## src/rtl/branch_redirect_unit_pkg.sv

```systemverilog
// Shared types and constants for the branch redirect unit.
// The redirect FSM state encoding and the instruction size used to form
// the link address live here so the top and any neighbours agree on them.
package branch_redirect_unit_pkg;

    // Redirect sequencing: wait for a branch, present the redirect, then flush.
    typedef enum logic [1:0] {
        RD_IDLE     = 2'd0,
        RD_REDIRECT = 2'd1,
        RD_FLUSH    = 2'd2
    } redirect_state_e;

    // Byte size of one instruction; the link address is the branch PC plus this.
    localparam int INSTR_BYTES = 4;

    // JAL and JALR always transfer; conditional branches follow the comparator.
    function automatic logic is_taken(input logic is_jal,
                                      input logic is_jalr,
                                      input logic cmp_taken);
        return is_jal | is_jalr | cmp_taken;
    endfunction

endpackage

```

## src/rtl/branch_target_calc.sv

```systemverilog
// Combinational branch/jump target computation.
// JALR adds the immediate to rs1 and clears bit 0; JAL and conditional
// branches add the immediate to the branch PC. All sums wrap at DW bits.
// A target is misaligned when either of its two low bits is set.
module branch_target_calc #(
    parameter int DW = 32
) (
    input  logic [DW-1:0] pc,
    input  logic [DW-1:0] imm,
    input  logic [DW-1:0] rs1,
    input  logic          is_jalr,
    output logic [DW-1:0] target,
    output logic          misaligned
);

    logic [DW-1:0] w_base;
    logic [DW-1:0] w_sum;

    assign w_base = is_jalr ? rs1 : pc;
    assign w_sum  = w_base + imm;

    // Clear bit 0 only for JALR, then flag any residual sub-word offset.
    always_comb begin
        target     = is_jalr ? {w_sum[DW-1:1], 1'b0} : w_sum;
        misaligned = |target[1:0];
    end

endmodule

```

## src/rtl/branch_redirect_unit.sv

```systemverilog
// Branch redirect unit: consumes the comparator result plus decode context,
// issues a registered PC redirect to fetch over a valid/ready handshake and
// then flushes younger stages for FLUSH_STAGES cycles.
// Optional build macro BRANCH_STATS_EN adds branch and taken-transfer counters.
module branch_redirect_unit
    import branch_redirect_unit_pkg::*;
#(
    parameter int DW           = 32,
    parameter int FLUSH_STAGES = 2
) (
    input  logic          clk,
    input  logic          reset,
    input  logic          br_valid_i,
    output logic          br_ready_o,
    input  logic          br_is_jal_i,
    input  logic          br_is_jalr_i,
    input  logic          cmp_zero_i,
    input  logic [DW-1:0] br_pc_i,
    input  logic [DW-1:0] br_imm_i,
    input  logic [DW-1:0] rs1_val_i,
    output logic          redirect_valid_o,
    input  logic          redirect_ready_i,
    output logic [DW-1:0] redirect_pc_o,
    output logic [DW-1:0] link_addr_o,
    output logic          flush_o,
    output logic          stall_o,
    output logic          misalign_o
`ifdef BRANCH_STATS_EN
    ,
    output logic [31:0]   br_count_o,
    output logic [31:0]   taken_count_o
`endif
);

    localparam int CNT_W = $clog2(FLUSH_STAGES + 1);

    redirect_state_e r_state;
    redirect_state_e w_next_state;
    logic [CNT_W-1:0] r_flush_cnt;
    logic [DW-1:0]    r_redirect_pc;
    logic [DW-1:0]    r_link_addr;
    logic             r_misalign;

    logic             w_accept;
    logic             w_taken;
    logic             w_transfer;
    logic [DW-1:0]    w_target;
    logic             w_misaligned;
    logic [DW-1:0]    w_link_addr;

    branch_target_calc #(.DW(DW)) u_target_calc (
        .pc         (br_pc_i),
        .imm        (br_imm_i),
        .rs1        (rs1_val_i),
        .is_jalr    (br_is_jalr_i),
        .target     (w_target),
        .misaligned (w_misaligned)
    );

    assign br_ready_o  = (r_state == RD_IDLE);
    assign w_accept    = br_valid_i && br_ready_o;
    assign w_taken     = is_taken(br_is_jal_i, br_is_jalr_i, cmp_zero_i);
    assign w_transfer  = w_accept && w_taken && !w_misaligned;
    assign w_link_addr = br_pc_i + DW'(INSTR_BYTES);

    assign redirect_pc_o = r_redirect_pc;
    assign link_addr_o   = r_link_addr;
    assign misalign_o    = r_misalign;

    // State register.
    // NOTE: sequential state uses non-blocking (<=) so every flop samples
    // pre-edge values; blocking here would create order-dependent races.
    always_ff @(posedge clk) begin
        if (reset) r_state <= RD_IDLE;
        else       r_state <= w_next_state;
    end

    // Next-state and handshake/flush outputs decoded from the current state.
    // NOTE: every signal gets a default first so no path leaves it unassigned,
    // which would otherwise infer a latch.
    always_comb begin
        w_next_state     = r_state;
        redirect_valid_o = 1'b0;
        flush_o          = 1'b0;
        stall_o          = 1'b0;
        case (r_state)
            RD_IDLE: begin
                if (w_transfer) w_next_state = RD_REDIRECT;
            end
            RD_REDIRECT: begin
                redirect_valid_o = 1'b1;
                stall_o          = 1'b1;
                if (redirect_ready_i) w_next_state = RD_FLUSH;
            end
            RD_FLUSH: begin
                flush_o = 1'b1;
                stall_o = 1'b1;
                if (r_flush_cnt == CNT_W'(1)) w_next_state = RD_IDLE;
            end
            default: w_next_state = RD_IDLE;
        endcase
    end

    // Capture target/link on acceptance, pulse misalign, run the flush counter.
    always_ff @(posedge clk) begin
        if (reset) begin
            r_flush_cnt   <= '0;
            r_redirect_pc <= '0;
            r_link_addr   <= '0;
            r_misalign    <= 1'b0;
        end else begin
            r_misalign <= w_accept && w_taken && w_misaligned;
            if (w_accept)   r_link_addr   <= w_link_addr;
            if (w_transfer) r_redirect_pc <= w_target;
            if (r_state == RD_REDIRECT && redirect_ready_i)
                r_flush_cnt <= CNT_W'(FLUSH_STAGES);
            else if (r_state == RD_FLUSH)
                r_flush_cnt <= r_flush_cnt - CNT_W'(1);
        end
    end

`ifdef BRANCH_STATS_EN
    logic [31:0] r_br_count;
    logic [31:0] r_taken_count;

    assign br_count_o    = r_br_count;
    assign taken_count_o = r_taken_count;

    // Free-running wrap-around counters of accepted and taken-aligned branches.
    always_ff @(posedge clk) begin
        if (reset) begin
            r_br_count    <= '0;
            r_taken_count <= '0;
        end else begin
            if (w_accept)   r_br_count    <= r_br_count + 32'd1;
            if (w_transfer) r_taken_count <= r_taken_count + 32'd1;
        end
    end
`endif

endmodule

```

## config.mk

```make
export PLATFORM = sky130hd
export DESIGN_NAME = branch_redirect_unit
export DESIGN_NICKNAME = d
export VERILOG_FILES = /design/src/rtl/branch_redirect_unit_pkg.sv /design/src/rtl/branch_target_calc.sv /design/src/rtl/branch_redirect_unit.sv
export SDC_FILE = /design/constraint.sdc
export NUM_CORES = 1
export LEC_CHECK = 0
export CORE_MARGIN = 2
export CORE_UTILIZATION = 50
export DETAILED_ROUTE_END_ITERATION = 10
export PLACE_DENSITY = 0.95
export SYNTH_ARGS = -nofsm -noshare
export SYNTH_HDL_FRONTEND = slang
export SYNTH_SLANG_ARGS = --single-unit
export TNS_END_PERCENT = 50
```

## constraint.sdc

```tcl
create_clock -name clk -period 10.51 [get_ports clk]
set_clock_uncertainty 0.05 [all_clocks]
set_input_delay 1.051 -clock clk [delete_from_list [all_inputs] [get_ports clk]]
set_output_delay 1.051 -clock clk [all_outputs]
set_load 0.05 [all_outputs]
```

==> out/results.tsv <==
stage	metric	value	unit
worst_setup_path	crit path launch type	primary input	
floorplan	initial core utilization	0.516	
worst_setup_path	CP arrival	4.64	ns
worst_setup_path	Max Fanout on Critical Path	36	
floorplan	die footprint	10900	sq um
synthesis	share of synthesized cell area in and, or, nand and nor gates	0.212	
power_and_ir_drop	power density over the cells	176	nW/um^2
power_and_ir_drop	maximum vdd ir drop	0.126	mV
detailed_routing	total length of routed met3 wires	1010	um
finish	fraction of layout cells with a size suffix above 1	0.0754	
detailed_routing	Via-to-Cell Ratio	5.87	
detailed_routing	DR WL/cell	17.6	um
floorplan	Row Count	36	
clock_network	CTS tree	yes	
worst_setup_path	endpoint class of the critical path	flip-flop	
timing	Total Negative Setup Slacks	0	ns
global_routing	total routing usage reported by global routing	0.292	
global_routing	via count of the first global-routing pass	5323	
clock_network	clock-pin transition on the worst setup and hold timing paths	0.07	ns
clock_network	number of clock buffers inserted by TritonCTS	9	
detailed_routing	DRT iter0 DRCs	280	
detailed_routing	number of remaining DRC errors	0	
finish	area of combinational cells with multiple inputs	3480	sq um
synthesis	Adder-Cell Fraction of Synth Area	0.0932	
clock_network	worst-skew pair later-pin latency	0.35	ns
synthesis	Syn Std Cell Area	5050	sq um
placed_design	dpl cells	903	
synthesis	portion of the post-synthesis area used by sequential elements	0.274	
finish	register area	1380	sq um
detailed_routing	Detail Route met2 WL	7870	um
floorplan	core region area	9770	sq um
synthesis	syn_area_per_cell	8.04	sq um
synthesis	Yosys reg bits	69	
synthesis	combinational family with the most area after synthesis	compound AO/OA/AOI/OAI gates	
timing	unrepaired setup endpoints after global routing	false	
floorplan	x dimension of the die	104	um
finish	number of nets in the layout	921	
timing	WHS	0.405	ns
detailed_routing	Antenna Nets Post-Route	0	
synthesis	Netlist cell types	56	
floorplan	I/O pins	172	
timing	worst max-slew margin expressed relative to the limit	0.334	
timing	time the worst path needs with I/O delays and setup	4.49	ns
timing	final hold violation count	0	
placed_design	count of input and output buffers	171	
synthesis	multiplexer fraction of the synthesized cell area	0.0726	
synthesis	post-synthesis compound-gate area fraction	0.230	
detailed_routing	number of vias in the routed layout	5371	
outcome	result of the run	finished, final reports clean	
finish	layout overhead on the synthesized area	38.8	%
clock_network	worst-case clock buffer depth	2	
synthesis	post-synth net total	768	
synthesis	async set-reset flop share out of synthesis	0	
worst_setup_path	class of the most critical setup path	in -> reg	
synthesis	number of warnings issued by yosys	0	
global_routing	GRT overflow	0	
global_routing	antenna violations before repair	0	
worst_setup_path	required time at the worst-slack endpoint	10.66	ns
timing	max-slew violation count	0	
finish	number of filler cells placed in the layout	765	
finish	Final Instance Count excl. Fillers	915	
timing	final period utilization	0.427	
power_and_ir_drop	Lkg Pwr	0.00275	uW
clock_network	post-CTS setup repair buffer count	0	
clock_network	clock sink total	69	
finish	final antenna diode count	0	
clock_network	maximum level of the CTS H-tree	3	
floorplan	die outline height	104	um
clock_network	root buffer cell	sky130_fd_sc_hd__clkbuf_8	
synthesis	number of synthesized flops with an enable pin	0	
synthesis	Primary FF master, synth	sky130_fd_sc_hd__dfxtp_1	
clock_network	number of gates resized after CTS	0	
detailed_routing	first-pass detailed-route iteration total	5	
timing	worst slew pin tran	0.999	ns
detailed_routing	wire length after detailed routing	16100	um
detailed_routing	top layer used by detailed routing	met4	
placed_design	DP Wirelength	12600	um
timing	fmax	0.223	GHz
finish	most common cell after layout, fill and taps aside	sky130_fd_sc_hd__clkdlybuf4s50_1	
synthesis	Post-Synthesis Cells	628	
finish	Finished Core Util	0.717	
detailed_routing	routed length on met1	6810	um
min_path	Hold Path Class	reg -> reg	
global_routing	global-route wire length before repair	25900	um
timing	count of final setup violators	0	
synthesis	XOR/XNOR Fraction of Synth Area	0.0816	
clock_network	number of buffers inserted for hold repair after clock tree synthesis	0	
global_routing	largest net degree at the start of global routing	81	
finish	highest-count cells in the layout ignoring fill and taps	sky130_fd_sc_hd__clkdlybuf4s50_1, sky130_fd_sc_hd__nand2_1, sky130_fd_sc_hd__dfxtp_1	
job	number of maximum-capacitance violations	0	
placed_design	global placement routability congestion	0.955	
==> synthesized netlist by cell type (all sizes together), types with 8 or more instances <==
library cell  instances  area share
xor2                 26       0.045
ha                   36       0.089
clkbuf               28       0.021
a21o                 26       0.039
nand4                 8      0.0099
a211oi               30       0.045
nand2                79       0.059
o21ai                18       0.018
mux2                 29       0.065
xnor2                21       0.036
and3                 14       0.017
a21oi                59       0.059
nor2                 55       0.041
dfxtp                69        0.27
inv                  16       0.012
nand3                15       0.016
nor3                 11       0.011
==> worst paths after layout <==
path / start / to / slack (ns) / cells after the start
max reg2reg: r_state[1] / redirect_pc_o[28] / 8.19 / 8
max: br_is_jalr_i / redirect_pc_o[30] / 6.02 / 12
min reg2reg: redirect_pc_o[27] / redirect_pc_o[27] / 0.41 / 2
min: redirect_pc_o[27] / redirect_pc_o[27] / 0.41 / 2
==> state kept, by name, indices dropped and copies added, names as in the netlist <==
| signal | cells |
|---|---|
| r_state | 2 |
| misalign_o | 1 |
| r_flush_cnt | 2 |
| redirect_pc_o | 32 |
| link_addr_o | 32 |
==> area by class of cell <==
class / instances / share of cell area
clock inverter: 2 / 0.00536
multi-input combinational: 510 / 0.497
tap: 133 / 0.0238
inverter: 16 / 0.00857
timing repair buffer: 175 / 0.248
clock buffer: 10 / 0.0196
sequential: 69 / 0.197
==> power breakdown <==
part / internal [uW] / switching, uW
Clock: 111 / 95.1
Sequential: 315 / 30.2
Combinational: 249 / 432
Total: 675 / 557
==> layer usage <==
layer | track usage | vias up
li1 | - | 2579
met1 | 0.364 | 2520
met2 | 0.510 | 236
met3 | 0.0363 | 36
met4 | 0.113 | 0
met5 | 0 | -
==> kinds of logic after synthesis <==
kind of cell | after synthesis
AO/OA/AOI/OAI | 172
XOR/XNOR | 47
adder cells (fa/ha/maj) | 37
buffers and inverters | 49
flip-flops | 69
multiplexers | 33
AND/OR/NAND/NOR | 221
==> stage by stage <==
step | setup WS, ns | cell area (sq um) | power (uW)
4_1_cts | 6.03 | 7000 | 1230
2_1_floorplan | 6.35 | 5050 | 809
3_3_place_gp | 5.77 | 6830 | 1000
3_5_place_dp | 5.67 | 6830 | 1030
6_report | 6.02 | 7000 | 1230
5_1_grt | 5.88 | 7000 | 1290
==> critical path, cell delays in order <==
cell and delay, ns:
sky130_fd_sc_hd__clkdlybuf4s50_1 0.45, sky130_fd_sc_hd__buf_4 0.36, sky130_fd_sc_hd__mux2_2 0.39, sky130_fd_sc_hd__ha_1 0.21, sky130_fd_sc_hd__fa_1 0.41, sky130_fd_sc_hd__a21o_1 0.22
sky130_fd_sc_hd__a221oi_2 0.42, sky130_fd_sc_hd__o22ai_2 0.20, sky130_fd_sc_hd__o41ai_2 0.43, sky130_fd_sc_hd__o21ai_1 0.14, sky130_fd_sc_hd__a41oi_1 0.23, sky130_fd_sc_hd__a311oi_1 0.12
(Power assumes the default switching activity.)
==> variant 1 (config.mk and constraints unchanged) <==
Register the output `redirect_valid_o`; this adds one clock of latency there. The other outputs are not delayed to match.
--- a/src/rtl/branch_redirect_unit.sv
+++ b/src/rtl/branch_redirect_unit.sv
@@ -35,2 +35,4 @@
     localparam int CNT_W = $clog2(FLUSH_STAGES + 1);
+
+    logic redirect_valid_d;
 
@@ -82,3 +84,3 @@
         w_next_state     = r_state;
-        redirect_valid_o = 1'b0;
+        redirect_valid_d = 1'b0;
         flush_o          = 1'b0;
@@ -90,3 +92,3 @@
             RD_REDIRECT: begin
-                redirect_valid_o = 1'b1;
+                redirect_valid_d = 1'b1;
                 stall_o          = 1'b1;
@@ -140,2 +142,6 @@
 
+    always_ff @(posedge clk) begin
+        redirect_valid_o <= redirect_valid_d;
+    end
+
 endmodule
Function: changed (Yosys sat finds a counterexample within 4 cycles, from zero or initial values and one cycle with reset high).
==> variant 1 against the unedited design <==
Power increased by 5.7%. Die area grew 0.38%. Non-clock buffer count did not move. Setup slack got worse by 160 ps. Sequential power grew 2%. Sequential cell count rose by 1. Synthesized cell count up 0.16%. Critical path depth is the same. Hold slack got worse by 3.1 ps. Synthesized area up 0.40%. Via count rose by 1.2%. Final area increased by 1.3%. Sequential share of layout area hardly changed. Wire length up 1.0%.
==> variant 1: results (changes against the unedited design) <==
STATUS
---------------------------------------------------------------------------------
Run status ......................................................... finished, final reports clean

DETAILED ROUTING
---------------------------------------------------------------------------------
Initial detailed-routing violation count ...........................          308   +10%
Post-DR wirelength/cell ............................................     17.66 µm   +0.47%
Average vias per placed instance ...................................        5.909   +0.66%
Detailed-route wire length .........................................     16.25 mm   +1.0%

STA
---------------------------------------------------------------------------------
Max frequency ......................................................   0.2150 GHz   -3.5%
Slew of the pin with the lowest slew margin ........................     994.2 ps   -5.181 ps
Worst hold margin ..................................................     402.1 ps   -3.145 ps

PLACED DESIGN
---------------------------------------------------------------------------------
Post-DP Area ....................................................... 0.006849 mm²   +0.29%
Inst Count DP ......................................................          904   +0.11%
Post-detail-place hpwl .............................................     12.44 mm   -1.3%
Post-place setup slack .............................................      5641 ps   -31.70 ps

YOSYS
---------------------------------------------------------------------------------
Total of warnings raised by yosys ..................................            0   unchanged
Net count of the mapped netlist ....................................          769   +0.13%
Ranking of synthesized cells by area ............................... dfxtp_1 28%, ha_1 8.9%, mux2_2 6.4%
Total of flip-flops plus latches after synthesis ...................           70   +1.4%
Most instantiated cells after synthesis ............................ 79 x nand2_1, 70 x dfxtp_1, 58 x a21oi_1
Cells after synthesis ..............................................          629   +0.16%

FINISH
---------------------------------------------------------------------------------
Layout filler cell count ...........................................          757   -1.0%
Clock Network Area Fraction ........................................       3.440%   +0.94 points
Multi-input gate share of the layout cell area .....................       49.13%   -0.62 points
Post-route cell area ............................................... 0.007093 mm²   +1.3%
CLK BUF ............................................................            9   -1
Sequential fraction of total cell area .............................       19.76%   +0.035 points
Buffer share of cell area ..........................................       24.48%   -0.31 points
Share of cells above drive strength 1 ..............................       8.005%   +0.46 points

POWER
---------------------------------------------------------------------------------
Comb power .........................................................       679 µW   about the same
Sequential cell power ..............................................       352 µW   +2%
Leakage power of the design ........................................     2.796 nW   +1.5%
Total internal power ...............................................     727.8 µW   +7.8%

CTS
---------------------------------------------------------------------------------
Clock latency of the later-clocked register in the worst-skew pair .       330 ps   -20 ps

GLOBAL ROUTING
---------------------------------------------------------------------------------
Aggregate global-route resource usage ..............................       29.36%   +0.20 points
First-pass GRT wire length .........................................     26.25 mm   +1.5%
Via count of the first global-routing pass .........................         5393   +1.3%

SETUP PATH
---------------------------------------------------------------------------------
Reg-to-reg startpoint ..............................................   r_state[0]
Arrival @ worst endpoint ...........................................      4790 ps   +150 ps
R2R setup slack ....................................................      8220 ps   +30 ps
Worst r2r path cells ...............................................            7   -1

MIN PATH
---------------------------------------------------------------------------------
Worst Hold End ..................................................... redirect_pc_o[8]

[variant 1: cell count changes in the layout (fill, tap and decap cells not counted), sizes merged]
| cell | unedited run | this run |
|---|---|---|
| dfxtp | 69 | 70 |
| clkinv | 0 | 1 |
| clkbuf | 10 | 9 |
| bufinv | 1 | 3 |
| inv | 16 | 18 |
[variant 1: cells by family (layout without fill, tap and decap cells)]
group / count (synthesis) / after routing / synth area share, %
buffers and inverters: 49 / 207 / 3.704
AND/OR/NAND/NOR: 221 / 221 / 21.11
adder cells (fa/ha/maj): 37 / 37 / 9.284
XOR/XNOR: 47 / 47 / 8.124
flip-flops: 70 / 70 / 27.65
AO/OA/AOI/OAI: 172 / 172 / 22.89
multiplexers: 33 / 33 / 7.235
[variant 1: per-layer routing]
metal	global-route usage (%)	part of all wire, %	vias up
li1	-	-	2592
met1	36.85	42	2562
met2	51.17	48	236
met3	3.930	6.8	46
met4	11.05	3.2	0
met5	0	0	-
==> variant 2 (config.mk and constraints unchanged) <==
Without the edit above. Add a define of `BRANCH_STATS_EN`.
--- a/src/rtl/branch_redirect_unit.sv
+++ b/src/rtl/branch_redirect_unit.sv
@@ -4,2 +4,4 @@
 // Optional build macro BRANCH_STATS_EN adds branch and taken-transfer counters.
+`define BRANCH_STATS_EN
+
 module branch_redirect_unit
Check against the original RTL (old outputs only; new: br_count_o and taken_count_o): equivalent (equiv_simple and equiv_induct, registers matched by name and starting in step).
==> variant 2 against the unedited design <==
Setup slack improved by 180 ps. Synthesized area up 52%. Utilization decreased by 0.76 points. Power up 56%. Cell count grew 49%. Critical path depth down 1. Sequential cell count up 64. Final area grew 53%. Synthesized cell count rose by 51%. Wire length increased by 44%. Critical endpoint is now taken_count_o[26].
==> variant 2: results (changes against the unedited design) <==
STATUS
---------------------------------------------------------------------------------
Run status ......................................................... finished, final reports clean

YOSYS
---------------------------------------------------------------------------------
Share of flip-flops with an asynchronous set or reset ..............           0%   unchanged
Total of warnings raised by yosys ..................................            0   unchanged
Ranking of synthesized cells by area ............................... dfxtp_1 35%, ha_1 6.2%, nor2_1 5.6%
Count of distinct cell types in the synthesized netlist ............           62   +11%
Most instantiated cells after synthesis ............................ 133 x dfxtp_1, 114 x nor2_1, 104 x nand2_1
Net count of the mapped netlist ....................................         1092   +42%
Seq/Total Area, Yosys ..............................................       34.71%   +7.3 points
Syn Area/Cell ......................................................    8.075 µm²   +0.47%

FINISH
---------------------------------------------------------------------------------
Layout filler cell count ...........................................         1184   +55%
Share of cells above drive strength 1 ..............................       6.576%   -0.97 points

PLACED DESIGN
---------------------------------------------------------------------------------
Post-detail-place hpwl .............................................     17.10 mm   +36%
Inst Count DP ......................................................         1327   +47%
Number of buffers inserted by port buffering .......................          235   +37%
Placer congestion estimate .........................................       0.9148   -4.2%

SETUP PATH
---------------------------------------------------------------------------------
End of the worst register-to-register path ......................... taken_count_o[26]
Critical path's slowest cell .......................................        buf_2
Family with the most delay on the worst path ....................... simple AND/OR/NAND/NOR gates
Maximum cell stage delay along the critical path ...................       660 ps   +210 ps
R2R setup slack ....................................................      7060 ps   -1130 ps
Reg-to-reg startpoint ..............................................   r_state[1]
Arrival @ worst endpoint ...........................................      4600 ps   -40 ps
Worst r2r path cells ...............................................           10   +2
Largest driver fanout on the critical path .........................           41   +14%

STA
---------------------------------------------------------------------------------
Max transition margin ..............................................       34.55%   +1.2 points

POWER
---------------------------------------------------------------------------------
Leakage power of the design ........................................     4.000 nW   +45%
Maximum vdd drop ...................................................    0.1318 mV   +4.7%

CTS
---------------------------------------------------------------------------------
CTS Root Buffer Type ...............................................    clkbuf_16
# H-tree levels ....................................................            4   +1
Clock latency of the later-clocked register in the worst-skew pair .       420 ps   +70 ps
Inserted Clock Buffers .............................................           17   +8
Clock Path Buffers .................................................            2   unchanged

GLOBAL ROUTING
---------------------------------------------------------------------------------
Maximum number of pins on one net before global-route repair .......           96   +19%
Via count of the first global-routing pass .........................         7376   +39%
Aggregate global-route resource usage ..............................       27.91%   -1.3 points
First-pass GRT wire length .........................................     36.60 mm   +42%

DETAILED ROUTING
---------------------------------------------------------------------------------
Pre-antenna DRT Iters ..............................................            5   unchanged
Initial detailed-routing violation count ...........................          507   +81%
Average vias per placed instance ...................................        5.719   -2.6%
Post-DR wirelength/cell ............................................     17.09 µm   -2.8%
Detailed-route wire length .........................................     23.22 mm   +44%

MIN PATH
---------------------------------------------------------------------------------
Worst Hold End ..................................................... redirect_pc_o[10]
Worst min-delay path startpoint .................................... redirect_pc_o[10]

==> variant 2: per-layer routing <==
metal / GRT usage, % / part of all wire (%) / wire (µm)
met3: 6.720 / 7.8 / 1816
met2: 50.27 / 49 / 11410
met4: 8.016 / 2.4 / 565
met5: 0 / 0 / 0
met1: 32.98 / 41 / 9426
==> variant 2: layout make-up <==
cell class                 count  area share (%)
multi-input combinational    744           44.22
sequential                   133           24.89
timing repair buffer         239           22.20
clock buffer                  18           4.105
tap                          188           2.199
clock inverter                14           1.579
inverter                      23          0.8070
==> variant 2: worst max-delay path by stage <==
| stage | startpoint | to | slack, ps | cells after the start |
|---|---|---|---|---|
| 2_1_floorplan | br_is_jalr_i | redirect_pc_o[28] | 6010 | 15 |
| 3_3_place_gp | br_is_jalr_i | redirect_pc_o[28] | 5930 | 13 |
| 3_5_place_dp | br_is_jalr_i | taken_count_o[26] | 5810 | 11 |
| 4_1_cts | br_is_jalr_i | taken_count_o[26] | 6250 | 11 |
| 5_1_grt | br_is_jalr_i | taken_count_o[30] | 6020 | 11 |
| 6_report | br_is_jalr_i | taken_count_o[26] | 6200 | 11 |
==> variant 2: cell families (layout without fill, tap and decap cells) <==
family	Yosys count	count (layout)	synth area share, %
AND/OR/NAND/NOR	384	384	24.30
AO/OA/AOI/OAI	209	209	17.22
flip-flops	133	133	34.71
XOR/XNOR	83	83	9.476
buffers and inverters	73	294	3.637
adder cells (fa/ha/maj)	39	39	6.459
multiplexers	29	29	4.192
==> variant 2: worst register-to-register path, cell delays in order, from the launching register on <==
cell and delay [ps]:
dfxtp_1 330, inv_1 90, ha_1 280, and2_2 180, buf_4 520, o211a_1 270
buf_4 350, nand4_1 310, or2_2 440, or3_1 380, a21oi_1 170
==> variant 2: metrics by stage <==
stage	power (mW)	util, %	worst slack [ps]	cell area, µm²	hold slack (ps)
5_1_grt	2.003	70.90	6022	10700	423.1
2_1_floorplan	1.086	-	6008	7671	443.5
6_report	1.920	70.90	6203	10700	400.3
4_1_cts	1.923	70.90	6245	10700	404.1
3_3_place_gp	1.302	66.87	5926	10090	390.8
3_5_place_dp	1.314	66.87	5813	10090	394.4
==> variant 2: report_power, final <==
group,total (mW),switching (mW),internal (mW)
Sequential,0.596,0.0346,0.561
Clock,0.610,0.247,0.363
Combinational,0.714,0.456,0.258
Total,1.92,0.738,1.18
